===== src/rtl/dbus_loader_pkg.sv =====
// Shared types and constants for the D-bus operand loader.
// The parity helper is used only when DBUS_PARITY_EN is defined.
package dbus_loader_pkg;

  localparam int unsigned DBUS_W = 64;
  localparam int unsigned MEM_W  = 32;

  typedef enum logic [2:0] {
    IDLE  = 3'd0,
    RD_LO = 3'd1,
    RD_HI = 3'd2,
    DONE  = 3'd3,
    ERR   = 3'd4
  } state_e;

  // Odd parity holds when the byte plus its parity bit carry an odd number of ones.
  function automatic logic byte_odd_ok(input logic [7:0] b, input logic p);
    return ^{b, p};
  endfunction

endpackage


===== src/rtl/dbus_loader_parity.sv =====
// dbus_parity: per-byte odd-parity check of one 32-bit memory beat.
// Instantiated by dbus_loader only when DBUS_PARITY_EN is defined.
module dbus_parity
  import dbus_loader_pkg::*;
(
  input  logic [MEM_W-1:0] data_i,
  input  logic [3:0]       par_i,
  output logic             ok_o
);

  // All four byte lanes must pass for the beat to be usable.
  always_comb begin
    ok_o = 1'b1;
    for (int i = 0; i < 4; i++) begin
      ok_o = ok_o & byte_odd_ok(data_i[8*i +: 8], par_i[i]);
    end
  end

endmodule


===== src/rtl/dbus_loader.sv =====
// dbus_loader: fetches a 32- or 64-bit operand over the 32-bit memory port and holds it on D.
// Optional per-beat parity checking is enabled with the DBUS_PARITY_EN macro.
module dbus_loader
  import dbus_loader_pkg::*;
#(
  parameter int unsigned AW      = 20,
  parameter int unsigned TIMEOUT = 15
)
(
  input  logic              clk,
  input  logic              nRESET,
  input  logic              ld_req,
  input  logic [AW-1:0]     ld_addr,
  input  logic              ld_mode32,
  output logic              busy,
  output logic              done,
  output logic              err,
  output logic              mem_req,
  output logic [AW-1:0]     mem_addr,
  input  logic              mem_ack,
  input  logic [MEM_W-1:0]  mem_rdata,
  input  logic [3:0]        mem_par,
  output logic [DBUS_W-1:0] D
);

  localparam logic [7:0]    TMO_LAST = 8'(TIMEOUT - 1);
  localparam logic [AW-1:0] ADDR_ONE = {{(AW-1){1'b0}}, 1'b1};

  state_e             state_q, state_d;
  logic [AW-1:0]      addr_q, addr_d;
  logic               mode32_q, mode32_d;
  logic [MEM_W-1:0]   lo_q, lo_d;
  logic [MEM_W-1:0]   hi_q, hi_d;
  logic [7:0]         timer_q, timer_d;
  logic               busy_q, busy_d;
  logic               done_q, done_d;
  logic               err_q, err_d;
  logic               mem_req_q, mem_req_d;
  logic [AW-1:0]      mem_addr_q, mem_addr_d;
  logic [DBUS_W-1:0]  d_q, d_d;
  logic               ack_s;
  logic               beat_ok_s;

`ifdef DBUS_PARITY_EN
  dbus_parity u_parity (
    .data_i (mem_rdata),
    .par_i  (mem_par),
    .ok_o   (beat_ok_s)
  );
`else
  logic par_unused_s;
  assign par_unused_s = ^mem_par;
  assign beat_ok_s    = 1'b1;
`endif

  // An acknowledge only counts while a request is actually outstanding.
  assign ack_s = mem_ack & mem_req_q;

  // Next-state and next-output computation for the load sequencer.
  always_comb begin
    state_d    = state_q;
    addr_d     = addr_q;
    mode32_d   = mode32_q;
    lo_d       = lo_q;
    hi_d       = hi_q;
    timer_d    = timer_q;
    busy_d     = busy_q;
    done_d     = 1'b0;
    err_d      = 1'b0;
    mem_req_d  = mem_req_q;
    mem_addr_d = mem_addr_q;
    d_d        = d_q;

    case (state_q)
      IDLE: begin
        if (ld_req) begin
          state_d    = RD_LO;
          addr_d     = ld_addr;
          mode32_d   = ld_mode32;
          mem_req_d  = 1'b1;
          mem_addr_d = ld_addr;
          busy_d     = 1'b1;
          timer_d    = 8'd0;
        end else begin
          busy_d = 1'b0;
        end
      end

      RD_LO: begin
        if (ack_s) begin
          mem_req_d = 1'b0;
          if (!beat_ok_s) begin
            state_d = ERR;
          end else begin
            lo_d = mem_rdata;
            if (mode32_q) begin
              state_d = DONE;
            end else begin
              state_d    = RD_HI;
              mem_addr_d = addr_q + ADDR_ONE;
            end
          end
        end else if (timer_q == TMO_LAST) begin
          mem_req_d = 1'b0;
          state_d   = ERR;
        end else begin
          timer_d = timer_q + 8'd1;
        end
      end

      // The first RD_HI cycle is the idle gap between beats; the request rises after it.
      RD_HI: begin
        if (!mem_req_q) begin
          mem_req_d = 1'b1;
          timer_d   = 8'd0;
        end else if (ack_s) begin
          mem_req_d = 1'b0;
          if (!beat_ok_s) begin
            state_d = ERR;
          end else begin
            hi_d    = mem_rdata;
            state_d = DONE;
          end
        end else if (timer_q == TMO_LAST) begin
          mem_req_d = 1'b0;
          state_d   = ERR;
        end else begin
          timer_d = timer_q + 8'd1;
        end
      end

      DONE: begin
        d_d     = mode32_q ? {32'h0000_0000, lo_q} : {hi_q, lo_q};
        done_d  = 1'b1;
        busy_d  = 1'b0;
        state_d = IDLE;
      end

      ERR: begin
        err_d   = 1'b1;
        busy_d  = 1'b0;
        state_d = IDLE;
      end

      default: begin
        state_d   = IDLE;
        mem_req_d = 1'b0;
        busy_d    = 1'b0;
        timer_d   = 8'd0;
      end
    endcase
  end

  // All sequencer state and outputs, cleared immediately by nRESET.
  always_ff @(posedge clk or negedge nRESET) begin
    if (!nRESET) begin
      state_q    <= IDLE;
      addr_q     <= '0;
      mode32_q   <= 1'b0;
      lo_q       <= 32'h0000_0000;
      hi_q       <= 32'h0000_0000;
      timer_q    <= 8'd0;
      busy_q     <= 1'b0;
      done_q     <= 1'b0;
      err_q      <= 1'b0;
      mem_req_q  <= 1'b0;
      mem_addr_q <= '0;
      d_q        <= 64'h0;
    end else begin
      state_q    <= state_d;
      addr_q     <= addr_d;
      mode32_q   <= mode32_d;
      lo_q       <= lo_d;
      hi_q       <= hi_d;
      timer_q    <= timer_d;
      busy_q     <= busy_d;
      done_q     <= done_d;
      err_q      <= err_d;
      mem_req_q  <= mem_req_d;
      mem_addr_q <= mem_addr_d;
      d_q        <= d_d;
    end
  end

  assign busy     = busy_q;
  assign done     = done_q;
  assign err      = err_q;
  assign mem_req  = mem_req_q;
  assign mem_addr = mem_addr_q;
  assign D        = d_q;

endmodule


===== config.mk =====
export PLATFORM = sky130hd
export DESIGN_NAME = dbus_loader
export DESIGN_NICKNAME = d
export VERILOG_FILES = /design/src/rtl/dbus_loader_pkg.sv /design/src/rtl/dbus_loader_parity.sv /design/src/rtl/dbus_loader.sv
export SDC_FILE = /design/constraint.sdc
export NUM_CORES = 1
export LEC_CHECK = 0
export CAP_MARGIN = 20
export CORE_UTILIZATION = 52
export DETAILED_ROUTE_END_ITERATION = 6
export PLACE_DENSITY = 0.86
export SYNTH_ARGS = -nofsm -noshare
export SYNTH_HDL_FRONTEND = slang
export SYNTH_HIERARCHICAL = 1
export SYNTH_SLANG_ARGS = --single-unit

===== constraint.sdc =====
create_clock -name clk -period 2.6 [get_ports clk]
set_input_delay 0.52 -clock clk [delete_from_list [all_inputs] [get_ports clk]]
set_output_delay 0.52 -clock clk [all_outputs]
set_load 0.005 [all_outputs]

# Word level (Yosys, flattened, before mapping)

Index checks and enable logic that the tools add are counted.

Memory bits (read-only): 0
Register bits: 184
Bits in latches: 0
Bits in writable memories: 0
Bits of input ports: 61
Logic and storage cells: 65
Output and inout port bits: 88
Memories kept: 0

Reduce and logical (&&, ||, !) cells: 11
Shifts and indexed selects: 0
Multipliers: 0
$add $sub $neg: 2
Order comparisons: 0
Muxes and demuxes: 28
Equal/unequal tests: 10
Div/mod/pow operators: 0
Bitwise gates (word level): 2

Operators by type and width:

| operator              | count |
|---|---|
| $mux 64               | 1 |
| $mux 20               | 3 |
| $pmux 20 s2           | 1 |
| $mux 8                | 4 |
| $pmux 8 s4            | 1 |
| $add 20x1->20 const B | 1 |
| $mux 3                | 5 |
| $mux 1                | 10 |
| $pmux 3 s3            | 1 |
| $add 8x1->8 const B   | 1 |
| $eq 8x4->1 const B    | 1 |
| $ne 2x2->1 const B    | 4 |
| $reduce_and 2->1      | 4 |
| $eq 3x2->1 const B    | 2 |
| $reduce_and 3->1      | 2 |
| $pmux 1 s4            | 1 |
| $reduce_and 4->1      | 1 |
| $reduce_or 2->1       | 2 |
| $eq 3x1->1 const B    | 1 |
| $eq 3x3->1 const B    | 1 |
| $logic_not 3->1       | 1 |
| $ne 3x3->1 const B    | 1 |
| $pmux 1 s2            | 1 |
| $reduce_bool 2->1     | 1 |
| 2 further kinds       | 2 |

# Depth between registers and ports, before layout

Depth after elaboration: 5
Mapped depth: 8
Depth with buffers taken out: 7

# Least setup slack after synthesis

OpenSTA, ideal clock, no wires.

Path type: input to register
From: input port mem_ack
To: register addr_q[10]
Buffers on the path: 2
Setup slack: 747 ps
Library setup time: 128 ps
Stages: 6
Arrival: 1,726 ps
Required time: 2,472 ps
Cell sequence: nand4b_1 a211o_1 buf_6 nor2_8 buf_4 mux2_1

RTL lines:

| item                 | line               | text |
|---|---|---|
| start, declared      | dbus_loader.sv:20  | `input logic mem_ack,` |
| end signal, assigned | dbus_loader.sv:171 | `addr_q <= addr_d;` |
| end, declared        | dbus_loader.sv:30  | `logic [AW-1:0] addr_q, addr_d;` |

==> impl_metrics.json <==
{
  "status": "complete, no violations",
  "wl_per_cell_um": 16.2,
  "synth_seq_cells": 184,
  "clk_latency_ns": 0.42,
  "power_density_nw_per_um2": 1190,
  "cts_max_level": 4,
  "max_cap_viol_count": 0,
  "syn-cell-area_um2": 7790,
  "cp_slowest_cell": "clkdlybuf4s50_1",
  "cp_slowest_stage_delay_ns": 0.54,
  "drv_slew": 0,
  "synth_edf_count": 0,
  "final_nets": 914,
  "period_share": 0.816,
  "drive_above_1_share": 0.126,
  "cts_resized": 0,
  "yosysWarnings": 6,
  "async_reset_ff_frac": 1.00,
  "path_max_fanout": 18,
  "vias": 5665,
  "pwr-share-comb": 0.370,
  "syn_to_final_growth_pct": 29.9,
  "vdd_drop_max_v": 0.000647,
  "critPathKind": "primary input to register",
  "setup_viol": 0,
  "rsz0062_at_grt": "false",
  "cts_tree": "built",
  "synthDistinctLibCells": 52,
  "antenna_found_initial": 0,
  "dieArea_um2": 15500,
  "synth.largest_area_cell": "dfrtp_1",
  "vias_per_cell": 5.41,
  "drt_iter0_drc": 305,
  "start_util": 0.534,
  "crit_chain": "clkdlybuf4s50_1 > nand4b_1 > a211o_1 > nor2_8 > buf_12 > mux2_1",
  "wl_mm": 16.9,
  "regArea_um2": 4600,
  "ant_nets": 0,
  "rows": 44,
  "cp.arrival_ns": 2.41,
  "grt_start_max_net_pins": 70,
  "hold_viol": 0,
  "multi_input_area_um2": 3000,
  "power.switching_mw": 3.92,
  "reg2reg_slack_ns": 0.50,
  "n_fill_cell": 1042,
  "synthCells": 701,
  "place_congestion": 0.869,
  "fmax_ghz": 0.472,
  "placed_cell_area_um2": 9530,
  "p_seq_frac": 0.417,
  "antenna_cells": 0,
  "cts-root-buf": "clkbuf_16",
  "grt_first_pass_wirelength_mm": 29.2,
  "power_frac_clock": 0.213,
  "clock_sinks": 184,
  "ys.flop_type": "dfrtp_1",
  "stdcell_count": 1047,
  "die_h_um": 124,
  "overflow": 0,
  "coreArea_um2": 14600,
  "io_buffers": 144,
  "power_switching_share": 0.325,
  "end_kind": "register",
  "whs_ns": 0.105,
  "syn_nets": 765,
  "critical_path_required_ns": 2.89,
  "worstMarginPinSlew_ns": 0.639,
  "skew_ns": 0.0133,
  "power.leakage_nw": 4.43,
  "start_kind": "primary input",
  "grt_pass1_vias": 5805,
  "fin_area_um2": 10100,
  "synth-seq-area-share": 0.591,
  "slew_headroom": 0.574,
  "power.internal_mw": 8.15,
  "yosysTopAreaCellShare": 0.591,
  "cts_buffers": 17,
  "period_minus_slack_ns": 2.12,
  "fin_tns_setup_ns": 0,
  "worst_hold_path_type": "primary input to async pin",
  "die_w_um": 124,
  "clk_pin_slew_ns": 0.06,
  "fin_util": 0.694,
  "clock_path_buffers": 2,
  "place_hpwl_mm": 11.6,
  "avgSynthCellArea_um2": 11.1,
  "post_cts_buffers": 0,
  "dp_cells": 1015,
  "synth_area_leaders": "dfrtp_1, nand2_1, mux2_2",
  "postCtsHoldBufs": 0,
  "grt_usage": 0.238,
  "drc": 0,
  "first_pass_iters": 4,
  "ios": 149
}
critical path, delay by kind of cell:
kind	cells	cell delay, ns
muxes	1	0.34
AOI/OAI and AO/OA	1	0.49
and+or+nand+nor	2	0.36
buffers and inverters	2	0.70
worst paths after layout:
kind                       depth (start not counted)                    from                endpoint
max                                                6                 mem_ack   addr_q[0]$_DFFE_PN0P_
min                                                1                  nRESET       D[27]$_DFFE_PN0P_
max reg2reg                                        7  timer_q[0]$_DFFE_PN0P_  timer_q[6]$_DFFE_PN0P_
min reg2reg                                        2    lo_q[30]$_DFFE_PN0P_       D[30]$_DFFE_PN0P_
max in group asynchronous                          2                  nRESET       D[47]$_DFFE_PN0P_
min in group clk                                   2    lo_q[30]$_DFFE_PN0P_       D[30]$_DFFE_PN0P_
cell usage after synthesis (3+ instances only):
cell and count:
ha_1 3, o21ai_1 29, nand3_1 10, o21ai_0 35, dfrtp_1 184, nor3_1 4, mux2i_1 3, and4_1 3
inv_1 6, xnor2_1 13, a221o_1 3, nand2_1 159, buf_2 12, xor2_1 4, nor4_1 6, a22oi_1 7
mux2_1 33, a21oi_1 13, a21o_1 3, and3_1 5, nor2_1 19, mux2_2 49, nand2b_1 34, a31oi_1 5
clkbuf_1 19, buf_4 3, nand4_1 6
flip-flops by register name, indices dropped and copies added, names as in the netlist:
register	flops
mem_addr	20
done	1
mode32_q	1
D	64
err	1
mem_req	1
hi_q	32
state_q	3
busy	1
timer_q	8
addr_q	20
lo_q	32
area by class of cell:
| type | count | area share |
|---|---|---|
| Sequential cell | 184 | 0.455 |
| Clock buffer | 20 | 0.0431 |
| Multi-Input combinational cell | 474 | 0.297 |
| Inverter | 8 | 0.00297 |
| Clock inverter | 12 | 0.0151 |
| Timing Repair Buffer | 165 | 0.164 |
| Tap cell | 184 | 0.0227 |
layout by cell type (no fill, tap or decap), types with 3 or more instances in the layout:
cell type / instances
nor4_1: 6
nor2_1: 19
xor2_1: 4
inv_1: 6
a22oi_1: 7
o21ai_0: 35
nand2_1: 159
and4_1: 3
dfrtp_1: 184
mux2_2: 49
nand3_1: 10
nand2b_1: 34
buf_12: 5
and3_1: 5
xnor2_1: 13
clkinv_2: 3
clkinvlp_4: 4
a31oi_1: 5
clkbuf_16: 17
buf_4: 16
nor3_1: 4
mux2_1: 33
a21o_1: 3
clkdlybuf4s50_1: 143
bufinv_16: 3
a221o_1: 3
o21ai_1: 29
a21oi_1: 13
ha_1: 3
clkbuf_1: 3
mux2i_1: 3
nand4_1: 6
cell families after synthesis:
family | Yosys count | share of synthesized area
buffers and inverters | 43 | 0.0250
muxes | 85 | 0.122
adders and majority gates | 3 | 0.00482
and+or+nand+nor | 265 | 0.161
DFF | 184 | 0.591
AOI/OAI and AO/OA | 104 | 0.0769
xor gates and xnor gates | 17 | 0.0191
stage by stage:
| stage | power (mW) | setup WS (ns) |
|---|---|---|
| after CTS | 12.2 | 0.503 |
| after global routing | 12.9 | 0.324 |
| after floorplan | 7.41 | 0.747 |
| after global placement | 9.36 | 0.0994 |
| final | 12.1 | 0.479 |
| after detailed placement | 9.57 | 0.0627 |
power groups by stage:
stage | logic [mW] | clock network, mW | registers, mW
after global placement | 4.34 | 0 | 5.02
after CTS | 4.54 | 2.62 | 5.04
after floorplan | 2.50 | 0 | 4.90
final | 4.47 | 2.57 | 5.04
after detailed placement | 4.51 | 0 | 5.07
after global routing | 4.98 | 2.75 | 5.22
layer usage:
| metal | track usage | routed length [µm] | up-vias |
|---|---|---|---|
| met3 | 0.0713 | 1050 | 14 |
| met5 | 0 | 0 | - |
| li1 | - | - | 2682 |
| met1 | 0.304 | 7270 | 2799 |
| met2 | 0.389 | 8450 | 170 |
| met4 | 0.0737 | 164 | 0 |
Note: power is estimated with default switching activity, not from simulation.
